==> config.mk <==
export PLATFORM = sky130hd
export DESIGN_NAME = exec_sequencer
export DESIGN_NICKNAME = d
export VERILOG_FILES = /design/src/rtl/exec_sequencer.sv
export SDC_FILE = /design/constraint.sdc
export NUM_CORES = 1
export LEC_CHECK = 0
export ABC_CLOCK_PERIOD_IN_PS = 4000
export BUFFER_PORTS_ARGS = -buffer_cell sky130_fd_sc_hd__buf_2
export CORE_MARGIN = 1
export CORE_UTILIZATION = 50
export CTS_BUF_LIST = sky130_fd_sc_hd__clkbuf_16
export DETAILED_ROUTE_END_ITERATION = 7
export GPL_ROUTABILITY_DRIVEN = 0
export GPL_TIMING_DRIVEN = 0
export HOLD_SLACK_MARGIN = 0.02
export PLACE_DENSITY = 0.76
export SLEW_MARGIN = 30
export SYNTH_ARGS = -nofsm -noshare
export SYNTH_HDL_FRONTEND = slang
export SYNTH_SLANG_ARGS = --single-unit
==> constraint.sdc <==
create_clock -name clk -period 4 [get_ports clk]
set_input_delay 0.2 -clock clk [delete_from_list [all_inputs] [get_ports clk]]
set_output_delay 0.2 -clock clk [all_outputs]
set_load 0.01 [all_outputs]
==> src/rtl/exec_sequencer.sv <==
// Sequential matrix-instruction fetch/decode/issue engine: FETCH -> DECODE -> ISSUE -> WAIT until STOP or illegal opcode.
// Optional WAIT watchdog enabled by defining EXEC_SEQ_TIMEOUT_EN.
module exec_sequencer #(
  parameter int ADDR_W  = 8,
  parameter int PC_W    = 8,
  parameter int TIMEOUT = 1024,
  localparam int INSTR_W = 4 + 2 + ADDR_W + 2 * (1 + ADDR_W)
) (
  input  logic               clk,
  input  logic               rst_n,
  input  logic               start,
  input  logic [PC_W-1:0]    start_pc,
  output logic               instr_rd,
  output logic [PC_W-1:0]    instr_addr,
  input  logic [INSTR_W-1:0] instr_data,
  input  logic               instr_valid,
  output logic               op_valid,
  input  logic               op_ready,
  output logic [4:0]         op_unit,
  output logic [1:0]         dst_sel,
  output logic [ADDR_W-1:0]  dst_addr,
  output logic [ADDR_W-1:0]  src1_addr,
  output logic [ADDR_W-1:0]  src2_addr,
  output logic               src1_sel,
  output logic               src2_sel,
  output logic [7:0]         scalar,
  input  logic               op_done,
  output logic               busy,
  output logic               halted,
  output logic               err,
  output logic [1:0]         err_code,
  output logic [15:0]        retired
);

  localparam int SRC_W = 2 * (1 + ADDR_W);

  typedef enum logic [2:0] {
    S_IDLE, S_FETCH, S_DECODE, S_ISSUE, S_WAIT, S_HALT, S_ERR
  } state_t;

  state_t              state;
  logic [PC_W-1:0]     pc;
  logic [INSTR_W-1:0]  instr_q;

  logic [3:0]          f_opcode;
  logic [1:0]          f_dst_sel;
  logic [ADDR_W-1:0]   f_dst_addr;
  logic                f_src1_sel;
  logic [ADDR_W-1:0]   f_src1_addr;
  logic                f_src2_sel;
  logic [ADDR_W-1:0]   f_src2_addr;
  logic [7:0]          f_scalar;
  logic [4:0]          unit_onehot;
  logic [15:0]         retired_inc;

  assign f_opcode    = instr_q[INSTR_W-1 -: 4];
  assign f_dst_sel   = instr_q[INSTR_W-5 -: 2];
  assign f_dst_addr  = instr_q[INSTR_W-7 -: ADDR_W];
  assign f_src1_sel  = instr_q[2*ADDR_W+1];
  assign f_src1_addr = instr_q[2*ADDR_W -: ADDR_W];
  assign f_src2_sel  = instr_q[ADDR_W];
  assign f_src2_addr = instr_q[ADDR_W-1:0];
  // SCA reuses the top byte of the whole source region as its multiplier.
  assign f_scalar    = instr_q[SRC_W-1 -: 8];

  assign instr_addr  = pc;
  assign retired_inc = (retired == 16'hFFFF) ? retired : retired + 16'd1;

  always_comb begin
    unit_onehot = 5'b00000;
    case (f_opcode)
      4'd1: unit_onehot = 5'b00001;
      4'd2: unit_onehot = 5'b00010;
      4'd3: unit_onehot = 5'b00100;
      4'd4: unit_onehot = 5'b01000;
      4'd5: unit_onehot = 5'b10000;
      default: unit_onehot = 5'b00000;
    endcase
  end

`ifdef EXEC_SEQ_TIMEOUT_EN
  localparam int CNT_W = (TIMEOUT > 1) ? $clog2(TIMEOUT + 1) : 1;
  logic [CNT_W-1:0] wait_cnt;
`endif

  always_ff @(posedge clk or negedge rst_n) begin
    if (!rst_n) begin
      state     <= S_IDLE;
      pc        <= '0;
      instr_q   <= '0;
      instr_rd  <= 1'b0;
      op_valid  <= 1'b0;
      op_unit   <= '0;
      dst_sel   <= '0;
      dst_addr  <= '0;
      src1_addr <= '0;
      src2_addr <= '0;
      src1_sel  <= 1'b0;
      src2_sel  <= 1'b0;
      scalar    <= '0;
      busy      <= 1'b0;
      halted    <= 1'b0;
      err       <= 1'b0;
      err_code  <= '0;
      retired   <= '0;
`ifdef EXEC_SEQ_TIMEOUT_EN
      wait_cnt  <= '0;
`endif
    end else begin
      case (state)
        S_IDLE, S_HALT: begin
          if (start) begin
            state    <= S_FETCH;
            pc       <= start_pc;
            instr_rd <= 1'b1;
            retired  <= '0;
            halted   <= 1'b0;
            busy     <= 1'b1;
          end
        end
        S_FETCH: begin
          if (instr_valid) begin
            instr_q  <= instr_data;
            instr_rd <= 1'b0;
            state    <= S_DECODE;
          end
        end
        S_DECODE: begin
          if (f_opcode == 4'd0) begin
            state   <= S_HALT;
            halted  <= 1'b1;
            busy    <= 1'b0;
            retired <= retired_inc;
          end else if (f_opcode <= 4'd5) begin
            state    <= S_ISSUE;
            op_valid <= 1'b1;
            op_unit  <= unit_onehot;
            dst_sel  <= f_dst_sel;
            dst_addr <= f_dst_addr;
            if (f_opcode == 4'd4) begin
              src1_sel  <= 1'b0;
              src1_addr <= '0;
              src2_sel  <= 1'b0;
              src2_addr <= '0;
              scalar    <= f_scalar;
            end else begin
              src1_sel  <= f_src1_sel;
              src1_addr <= f_src1_addr;
              src2_sel  <= f_src2_sel;
              src2_addr <= f_src2_addr;
              scalar    <= '0;
            end
          end else begin
            state    <= S_ERR;
            err      <= 1'b1;
            err_code <= 2'd1;
            busy     <= 1'b0;
          end
        end
        S_ISSUE: begin
          if (op_ready) begin
            op_valid <= 1'b0;
            state    <= S_WAIT;
`ifdef EXEC_SEQ_TIMEOUT_EN
            wait_cnt <= '0;
`endif
          end
        end
        S_WAIT: begin
          if (op_done) begin
            pc       <= pc + PC_W'(1);
            instr_rd <= 1'b1;
            retired  <= retired_inc;
            state    <= S_FETCH;
          end
`ifdef EXEC_SEQ_TIMEOUT_EN
          else if (wait_cnt == CNT_W'(TIMEOUT - 1)) begin
            state    <= S_ERR;
            err      <= 1'b1;
            err_code <= 2'd2;
            op_unit  <= '0;
            busy     <= 1'b0;
          end else begin
            wait_cnt <= wait_cnt + CNT_W'(1);
          end
`endif
        end
        default: begin
          // ERR is terminal until reset.
        end
      endcase
    end
  end

endmodule
## After elaboration in Yosys (flattened, before gate mapping)

Cells that the tools add are included.

| operators by class | value |
|---|---|
| add/sub/neg operators | 2 |
| magnitude comparators | 1 |
| equality and inequality tests | 19 |
| multiplexer cells | 35 |
| bitwise operators | 2 |
| reductions and logical operators | 19 |

Operators by type and width:

| operator | count |
|---|---|
| 16-bit 2-to-1 mux | 4 |
| 16-bit one-hot mux with 3 select lines | 1 |
| 8-bit 2-to-1 mux | 5 |
| 5-bit one-hot mux with 5 select lines | 1 |
| 3-bit 2-to-1 mux | 6 |
| 16-bit by 1-bit adder with 16-bit output (second input constant) | 1 |
| 16-bit == test (second input constant) | 1 |
| 8-bit one-hot mux with 2 select lines | 1 |
| 3-bit one-hot mux with 5 select lines | 1 |
| 3-bit AND reduction | 5 |
| 2-bit inequality test (second input constant) | 7 |
| 1-bit 2-to-1 mux | 12 |
| 4-bit AND reduction | 3 |
| 8-bit by 1-bit adder with 8-bit output (second input constant) | 1 |
| 4-bit by 2-bit == test with 1-bit output (second input constant) | 2 |
| 4-bit by 3-bit == test with 1-bit output (second input constant) | 2 |
| 3-bit by 2-bit == test with 1-bit output (second input constant) | 2 |
| 3-bit == test (second input constant) | 2 |
| 1-bit one-hot mux with 2 select lines | 3 |
| 2-bit nonzero test | 3 |
| 3-bit nonzero test | 2 |
| 5-bit AND reduction | 1 |
| 5-bit nonzero test | 1 |
| 4-bit by 1-bit == test with 1-bit output (second input constant) | 1 |
| 9 further kinds | 10 |

| storage, ports and cells | value |
|---|---|
| register bits after elaboration | 105 |
| input port bits | 46 |
| output and inout bits | 72 |
| word-level logic and storage cells | 95 |

## Longest topological paths before layout

Gate-level depths: netlist (run 1).

| depth | value |
|---|---|
| word-level depth | 4 |
| depth in mapped cells | 7 |
| mapped depth without buffers | 6 |

## Worst setup path after synthesis (run 1)

No wires, ideal clock.

| timing | value |
|---|---|
| kind | register -> register |
| start | register retired[0] |
| end | register retired[0] |
| library setup time | 125 ps |
| arrival time | 1,567 ps |
| data required time | 3,875 ps |
| setup slack | 2,308 ps |
| stages on the path, launching flop included | 7 |
| path buffers | 0 |
| period minus slack after synthesis | 1,692 ps |
| cells stage by stage | dfrtp_1 ha_1 and3_1 nand3_1 nor2_1 a21o_1 mux2_2 |

| between the ends | value |
|---|---|
| cells in the longest elaborated chain, start to end | 4 |
| elaborated cells on any way between the ends | 6 |
| classes of those cells | add/sub: 1; eq/ne: 1; mux: 4 |

Ends and longest elaborated chain:

| element | line | source |
|---|---|---|
| from (decl) | 32 | `output logic [15:0] retired` |
| from (signal assigned) | 133 | `retired <= retired_inc;` |
| from (signal assigned) | 173 | `retired <= retired_inc;` |
| 16-bit by 1-bit adder with 16-bit output or 16-bit == test (tied branches) | 67 | `assign retired_inc = (retired == 16'hFFFF) ? retired : retired + 16'd1;` |
| 16-bit 2-to-1 mux * | 67 |  |
| 16-bit 2-to-1 mux, on equally long branches | 170, 129 |  |
| 16-bit one-hot mux with 3 select lines * | 110 | `case (state)` |

Mark *: on every way between the ends. The rest lies on a longest branch, timed or not. The select of a mux whose other input is x is not followed.
A chain may end at the register's enable or synchronous reset.

## Final worst setup path (run 1)

| timing | value |
|---|---|
| start | register instr_q[28] |
| end | register dst_addr[6] |

| between the ends | value |
|---|---|
| cells in the longest elaborated chain, start to end | 3 |
| elaborated cells on any way between the ends | 4 |
| classes of those cells | order compare: 1; bitwise: 1; reduce/logical: 2 |

Ends and longest elaborated chain:

| element | line | source |
|---|---|---|
| from (decl) | 43 | `logic [INSTR_W-1:0] instr_q;` |
| from (signal assigned) | 123 | `instr_q <= instr_data;` |
| parallel branches: the longest is 2 deep, another holds 4-bit by 3-bit less-or-equal comparator with 1-bit output | - |  |
| 3-bit AND reduction (no source line) * | - |  |
| to (signal assigned) | 139 | `dst_addr <= f_dst_addr;` |
| to (decl) | 21 | `output logic [ADDR_W-1:0] dst_addr,` |

Every way passes the cells marked *.

==> out/qor.yml, run 1 <==
status:
  status: "finished clean"
pwr:
  p_per_area_nw_per_um2: 752
  p_clk_share_pct: 21.6
  ir_drop_uv: 448
  power.internal_mw: 2.82
  seqPwrFrac_pct: 40.2
  switching_power_mw: 1.62
  switching_share_pct: 36.5
  p_leak_nw: 2.82
  pwr-share-comb_pct: 38.2
  total_power_mw: 4.44
sta:
  slew_headroom_pct: 38.0
  fmax_mhz: 500
  fin_tns_setup_ns: 0
  slew_violations: 0
  post-route-period-util_pct: 50.0
  skew_ns: 0.00929
  hold_viol_final: 0
  rsz0062_at_grt: "false"
  finalSetupViolations: 0
  tightest_slew_ns: 0.928
  min_period_ns: 2.00
cells_and_area:
  fin_nets: 640
  fill_cells: 808
  final_common_cell: "buf_2"
  final_cell_mix: "buf_2 (128), dfrtp_1 (105), nand2_1 (77), o21ai_0 (58), mux2_2 (43)"
  areaGrowthSynthToFinish_pct: 23.2
  multi_input_area_um2: 1990
  insertedDiodeCount: 0
  seq_area_um2: 2630
  drive_above_1_share_pct: 34.0
yosys:
  synth.top_cell.area_share_pct: 54.8
  syn_nets: 511
  ys_ff_latch: 105
  ys_top_cells_by_area: "dfrtp_1 (55%), mux2_2 (10%), o21ai_0 (6.1%)"
  synth.cell_area_um2: 4790
  synthDistinctLibCells: 50
  yosys.area.top_type: "dfrtp_1"
  yosys_warnings: 0
  syn_avg_cell_area_um2: 10.4
  ys_seq_area_share_pct: 54.8
  syn_inst: 463
critical_path:
  crit_path_start_kind: "flop"
  startpoint: "instr_q[28]"
  cp.arrival_ns: 2.23
  critPathMaxFanout: 10
  r2r_start: "instr_q[28]"
  crit_required_ns: 4.23
  cp-end-kind: "flop"
  crit_type: "flop to flop"
floorplanning:
  fp.dieW_um: 99.9
  coreArea_um2: 9280
  boundaryPins: 118
  die-area_um2: 9980
  start_util_pct: 51.6
  die_y_um: 99.9
  row_count: 35
routing:
  vias_per_cell: 5.47
  routed_wl_um: 10700
  drt_iter0_drc: 106
  antenna_left: 0
  vias: 3971
  wire_per_inst_um: 14.7
  drc: 0
  dr.pass1.iters: 5
clocking:
  clock_path_buffers: 2
  clk-insertion-delay-late_ns: 0.34
  h-tree-depth: 3
  clock_sinks: 105
  numCtsBuffers: 9
  cts_tree: "done"
  path_clk_slew_ns: 0.08
  clock-root-buffer: "clkbuf_16"
global_route:
  grt_pass1_vias: 3687
  grt-ovfl-total: 0
  antenna_found_initial: 0
  grt_pass1_wl_um: 17700
  grtUsageTotal_pct: 22.2
  grt_max_degree: 74
job:
  cap_violations: 0
placement:
  hpwl_um: 7600
  io_buffers: 116
min_path:
  min_from: "instr_data[23]"
  hold_class: "input port to flop"
cell families after synthesis:
logic type,synth area share (%)
DFF,54.8
muxes,10.7
AOI/OAI and AO/OA,15.4
and+or+nand+nor,14.9
buffers and inverters,3.55
adders and majority gates,0.522
other,0.0783
stage by stage:
stage / hold WS (ns) / instances / utilization [%] / instance area [um^2] / worst slack (ns)
after floorplan: -0.0956 / 463 / - / 4790 / 2.31
after global placement: 0.433 / 708 / 59.6 / 5530 / 1.62
after detailed placement: 0.115 / 709 / 60.0 / 5570 / 2.01
after CTS: 0.0809 / 726 / 63.6 / 5910 / 1.99
after global routing: 0.0863 / 726 / 63.6 / 5910 / 1.77
final: 0.0867 / 726 / 63.6 / 5910 / 2.00
cells in the mapped netlist, drive strengths merged:
cell and instances:
a211o 1, a31oi 12, mux2 43, clkbuf 6, nor3 4, and2 1
mux2i 3, a2bb2o 1, o31a 2, a21oi 31, ha 2, o41ai 1
nand3 16, a2bb2oi 1, and4 2, and3 8, nor2 20, a21boi 1
o21ai 59, nor4b 1, dfrtp 105, nor4 1, nand2b 5, nor3b 2
or3 3, buf 21, o22ai 2, or3b 1, or2 1, or4b 1
nand2 78, a22o 2, o31ai 5, o22a 1, a41oi 2, inv 6
a21o 4, conb 1, o2bb2ai 1, nand4 3, nor2b 2, a22oi 1
path summary, 6_finish.rpt:
kind	to	slack [ns]	depth (start not counted)
min	instr_q[23]	0.09	2
max in group asynchronous	instr_q[1]	3.04	3
max	dst_addr[6]	2.00	6
min in group asynchronous	retired[14]	0.32	2
min reg2reg	src2_addr[0]	0.47	2
max reg2reg	dst_addr[6]	2.00	6
worst max-delay path, cell delays in order, from the launching register on:
cell	delay (ns)
dfrtp_1	0.37
buf_4	0.17
nor3_1	0.31
nor2_1	0.14
nand2_2	0.23
buf_2	0.30
mux2_2	0.36
registers in the layout (all words and copies together) (netlist names):
signal      cells
err_code        1
src2_addr       8
busy            1
src1_addr       8
op_unit         5
dst_addr        8
instr_q        32
src1_sel        1
state           3
instr_addr      8
dst_sel         2
op_valid        1
retired        16
scalar          8
instr_rd        1
halted          1
src2_sel        1
cell type report:
type | count | area share, %
Buffer | 27 | 2.50
Clock buffer | 9 | 3.81
Clock inverter | 7 | 1.74
Inverter | 6 | 0.381
Multi-Input combinational cell | 325 | 33.8
Sequential cell | 105 | 44.5
Tap cell | 129 | 2.73
Timing Repair Buffer | 118 | 10.6
power by group through the flow:
stage          clock network (mW)  registers [mW]  logic [mW]
2_1_floorplan                   0            1.87        1.04
3_3_place_gp                    0            1.78        1.65
3_5_place_dp                    0            1.80        1.70
4_1_cts                     0.976            1.78        1.71
5_1_grt                      1.02            1.84        1.90
6_report                    0.960            1.79        1.70
timing repair:
item,CTS,global route
hold endpoints to repair,32,0
setup buffers,0,0
gates resized for setup,0,0
hold buffers,1,0
routing by layer:
metal  up-vias  wire (um)  global-route usage [%]
met2        91       5260                    36.9
met4         0        132                    7.81
met5         -          0                       0
li1       1906          -                       -
met1      1965       4920                    30.1
met3         9        392                    2.79
No activity file was read; power rests on OpenSTA's default activity.
==> inputs of run 2 (changes only) <==
ABC_AREA = 1   (was not set)
ABC_CLOCK_PERIOD_IN_PS = 1800   (was 4000)
CORE_UTILIZATION = 48   (was 50)
clock period = 1.8 ns   (was 4 ns; I/O delays follow)
==> run 2 against run 1 <==
  * Utilization grew 1.8 points
  * First-iteration DRC count grew to 2.5 times the previous value
  * Sequential power grew 32%
  * Largest power group unchanged
==> out/qor.yml, run 2 <==
pwr:
  ir_drop_uv: 538
  power.internal_mw: 3.68
  p_per_area_nw_per_um2: 718
  pwr-share-comb_pct: 3.9
  switching_power_uw: 958
  seqPwrFrac_pct: 50.9
  switching_share_pct: 20.7
  p_clk_share_pct: 45.2
  p_leak_nw: 3.36
floorplanning:
  start_util_pct: 50.1
  die-area_um2: 10700
  row_count: 36
  fp.dieW_um: 104
  coreArea_um2: 9860
  boundaryPins: 118
  die_y_um: 104
critical_path:
  crit_required_ns: 2.08
  setup.reg_to_reg.worst_slack_ns: 0.15
  worstReg2RegEnd: "src1_addr[2]"
  crit_type: "flop to flop"
  crit_path_start_kind: "flop"
  critPathMaxFanout: 10
  r2r_start: "state[2]"
  reg2reg_depth: 8
  startpoint: "state[2]"
  endpoint: "src1_addr[2]"
  cp-end-kind: "flop"
  cp.arrival_ns: 1.93
yosys:
  synthDistinctLibCells: 32
  synth.most_common_cell: "nand2_1"
  syn_inst: 607
  synthArstFlopShare_pct: 100
  ys_seq_area_share_pct: 53.1
  yosys_most_used_dff: "dfrtp_1"
  synth_common_cells: "nand2_1 (245), dfrtp_1 (105), nand3_1 (45), nor2_1 (39), o21ai_0 (35)"
  yosys_warnings: 0
  synth.top_cell.area_share_pct: 53.1
  synth_edf_count: 0
  synth.cell_area_um2: 4950
  ys_top_cells_by_area: "dfrtp_1 (53%), nand2_1 (19%), nand3_1 (4.6%)"
  syn_nets: 655
  syn_avg_cell_area_um2: 8.15
  ys_ff_latch: 105
  yosys.area.top_type: "dfrtp_1"
sta:
  min_period_ns: 1.65
  fin_tns_setup_ns: 0
  hold_viol_final: 0
  slew_violations: 0
  skew_ns: 0.00627
  fmax_mhz: 606
  post-route-period-util_pct: 91.6
  hold_ws_ns: 0.0550
  finalSetupViolations: 0
clocking:
  clock-root-buffer: "clkbuf_16"
  numCtsBuffers: 9
  clock_path_buffers: 2
  clk-insertion-delay-late_ns: 0.35
  path_clk_slew_ns: 0.07
  cts_tree: "done"
  clock_sinks: 105
  h-tree-depth: 3
global_route:
  grtUsageTotal_pct: 24.0
  grt_max_degree: 56
  grt_pass1_vias: 4468
  antenna_found_initial: 0
  grt_pass1_wl_um: 20700
  grt-ovfl-total: 0
cells_and_area:
  final_common_cell: "nand2_1"
  final_cell_mix: "nand2_1 (244), buf_2 (125), dfrtp_1 (103), nand3_1 (45), nor2_1 (36)"
  fill_cells: 840
  fin_nets: 820
  areaGrowthSynthToFinish_pct: 30.4
  finalNonFillerCells: 910
  insertedDiodeCount: 0
  top_register: "instr_q"
  drive_above_1_share_pct: 26.4
  multi_input_area_um2: 2090
  reg_top3: "instr_q x32, retired x16"
  largest_reg_flops: 32
  seq_area_um2: 2630
routing:
  wire_per_inst_um: 13.6
  vias_per_cell: 5.04
  drc: 0
  routed_wl_um: 12300
  drt_iter0_drc: 266
  antenna_left: 0
  vias: 4585
  dr.pass1.iters: 5
placement:
  hpwl_um: 8380
  dp.cells: 857
  io_buffers: 116
min_path:
  worstHoldPathCells: 5
  hold_class: "input port to flop"
status:
  status: "finished clean"
job:
  cap_violations: 0
-- run 2: changes by cell type after synthesis, sizes merged, moves of 6 or more --
cell / change
nand2: +182
mux2: -43
nand3: +32
inv: +31
nor2: +25
a21oi: -23
a31oi: -12
and3: -8
o21ai: -6
-- run 2: power by group through the flow --
stage | sequential (mW) | clock (mW) | combinational, mW
finish | 2.36 | 2.10 | 0.178
global placement | 2.41 | 0 | 0.109
floorplan | 2.41 | 0 | 0.0108
detailed placement | 2.41 | 0 | 0.121
CTS | 2.36 | 2.14 | 0.179
global route | 2.36 | 2.23 | 0.197
-- run 2: how the worst min path moves through the flow --
stage,from,to,slack [ns]
floorplan,rst_n,busy,-0.21
global placement,instr_data[24],instr_q[24],0.29
detailed placement,rst_n,instr_addr[4],0.06
CTS,start_pc[2],instr_addr[2],0.05
global route,start_pc[4],instr_addr[4],0.09
finish,start_pc[2],instr_addr[2],0.05
-- run 2: cell families (layout without fill, tap and decap cells) --
| group | after synthesis | in the layout | synth area share [%] |
|---|---|---|---|
| other cells | 1 | 1 | 0.0758 |
| fa+ha+maj | 2 | 2 | 0.506 |
| simple gates | 372 | 372 | 32.6 |
| buf+inv | 58 | 228 | 5.34 |
| xor+xnor | 4 | 4 | 0.708 |
| compound gates | 65 | 65 | 7.61 |
| flops | 105 | 105 | 53.1 |
-- run 2: per-layer routing --
layer | routed length [um] | vias up | GRT usage, %
met3 | 729 | 13 | 6.10
met1 | 5410 | 2165 | 30.1
met4 | 150 | 0 | 8.18
li1 | - | 2257 | -
met2 | 6060 | 150 | 40.4
met5 | 0 | - | 0
-- run 2: metrics by stage --
| step | area (um^2) | total power, mW | util, % | worst slack [ns] |
|---|---|---|---|---|
| 5_1_grt | 6450 | 4.79 | 65.4 | -0.00625 |
| 6_report | 6450 | 4.63 | 65.4 | 0.151 |
| 3_3_place_gp | 5690 | 2.52 | 57.7 | -0.484 |
| 2_1_floorplan | 4950 | 2.42 | - | 0.162 |
| 3_5_place_dp | 5730 | 2.53 | 58.1 | 0.00375 |
| 4_1_cts | 6400 | 4.68 | 64.9 | 0.0212 |
-- run 2: final cells by class --
cell class	instances	share of cell area (%)
Multi-Input combinational cell	444	32.4
Timing Repair Buffer	154	15.2
Sequential cell	105	40.8
Clock inverter	7	1.42
Tap cell	133	2.58
Clock buffer	9	3.49
Buffer	20	1.92
Inverter	38	2.21
-- run 2: worst max-delay path, stage by stage, from the launching register on --
cell     delay, ns
dfrtp_1       0.36
buf_2         0.17
inv_2         0.11
nand3_2       0.16
nor2_2        0.19
buf_4         0.21
buf_4         0.20
nand3_1       0.09
nand2_1       0.09
-- run 2: timing repair --
action	4_1_cts	5_1_grt
hold buffers	35	0
pin swaps	0	1
buffers inserted	0	2
endpoints found under the hold margin	84	0
resized for setup	1	14
setup endpoints to repair	12	70
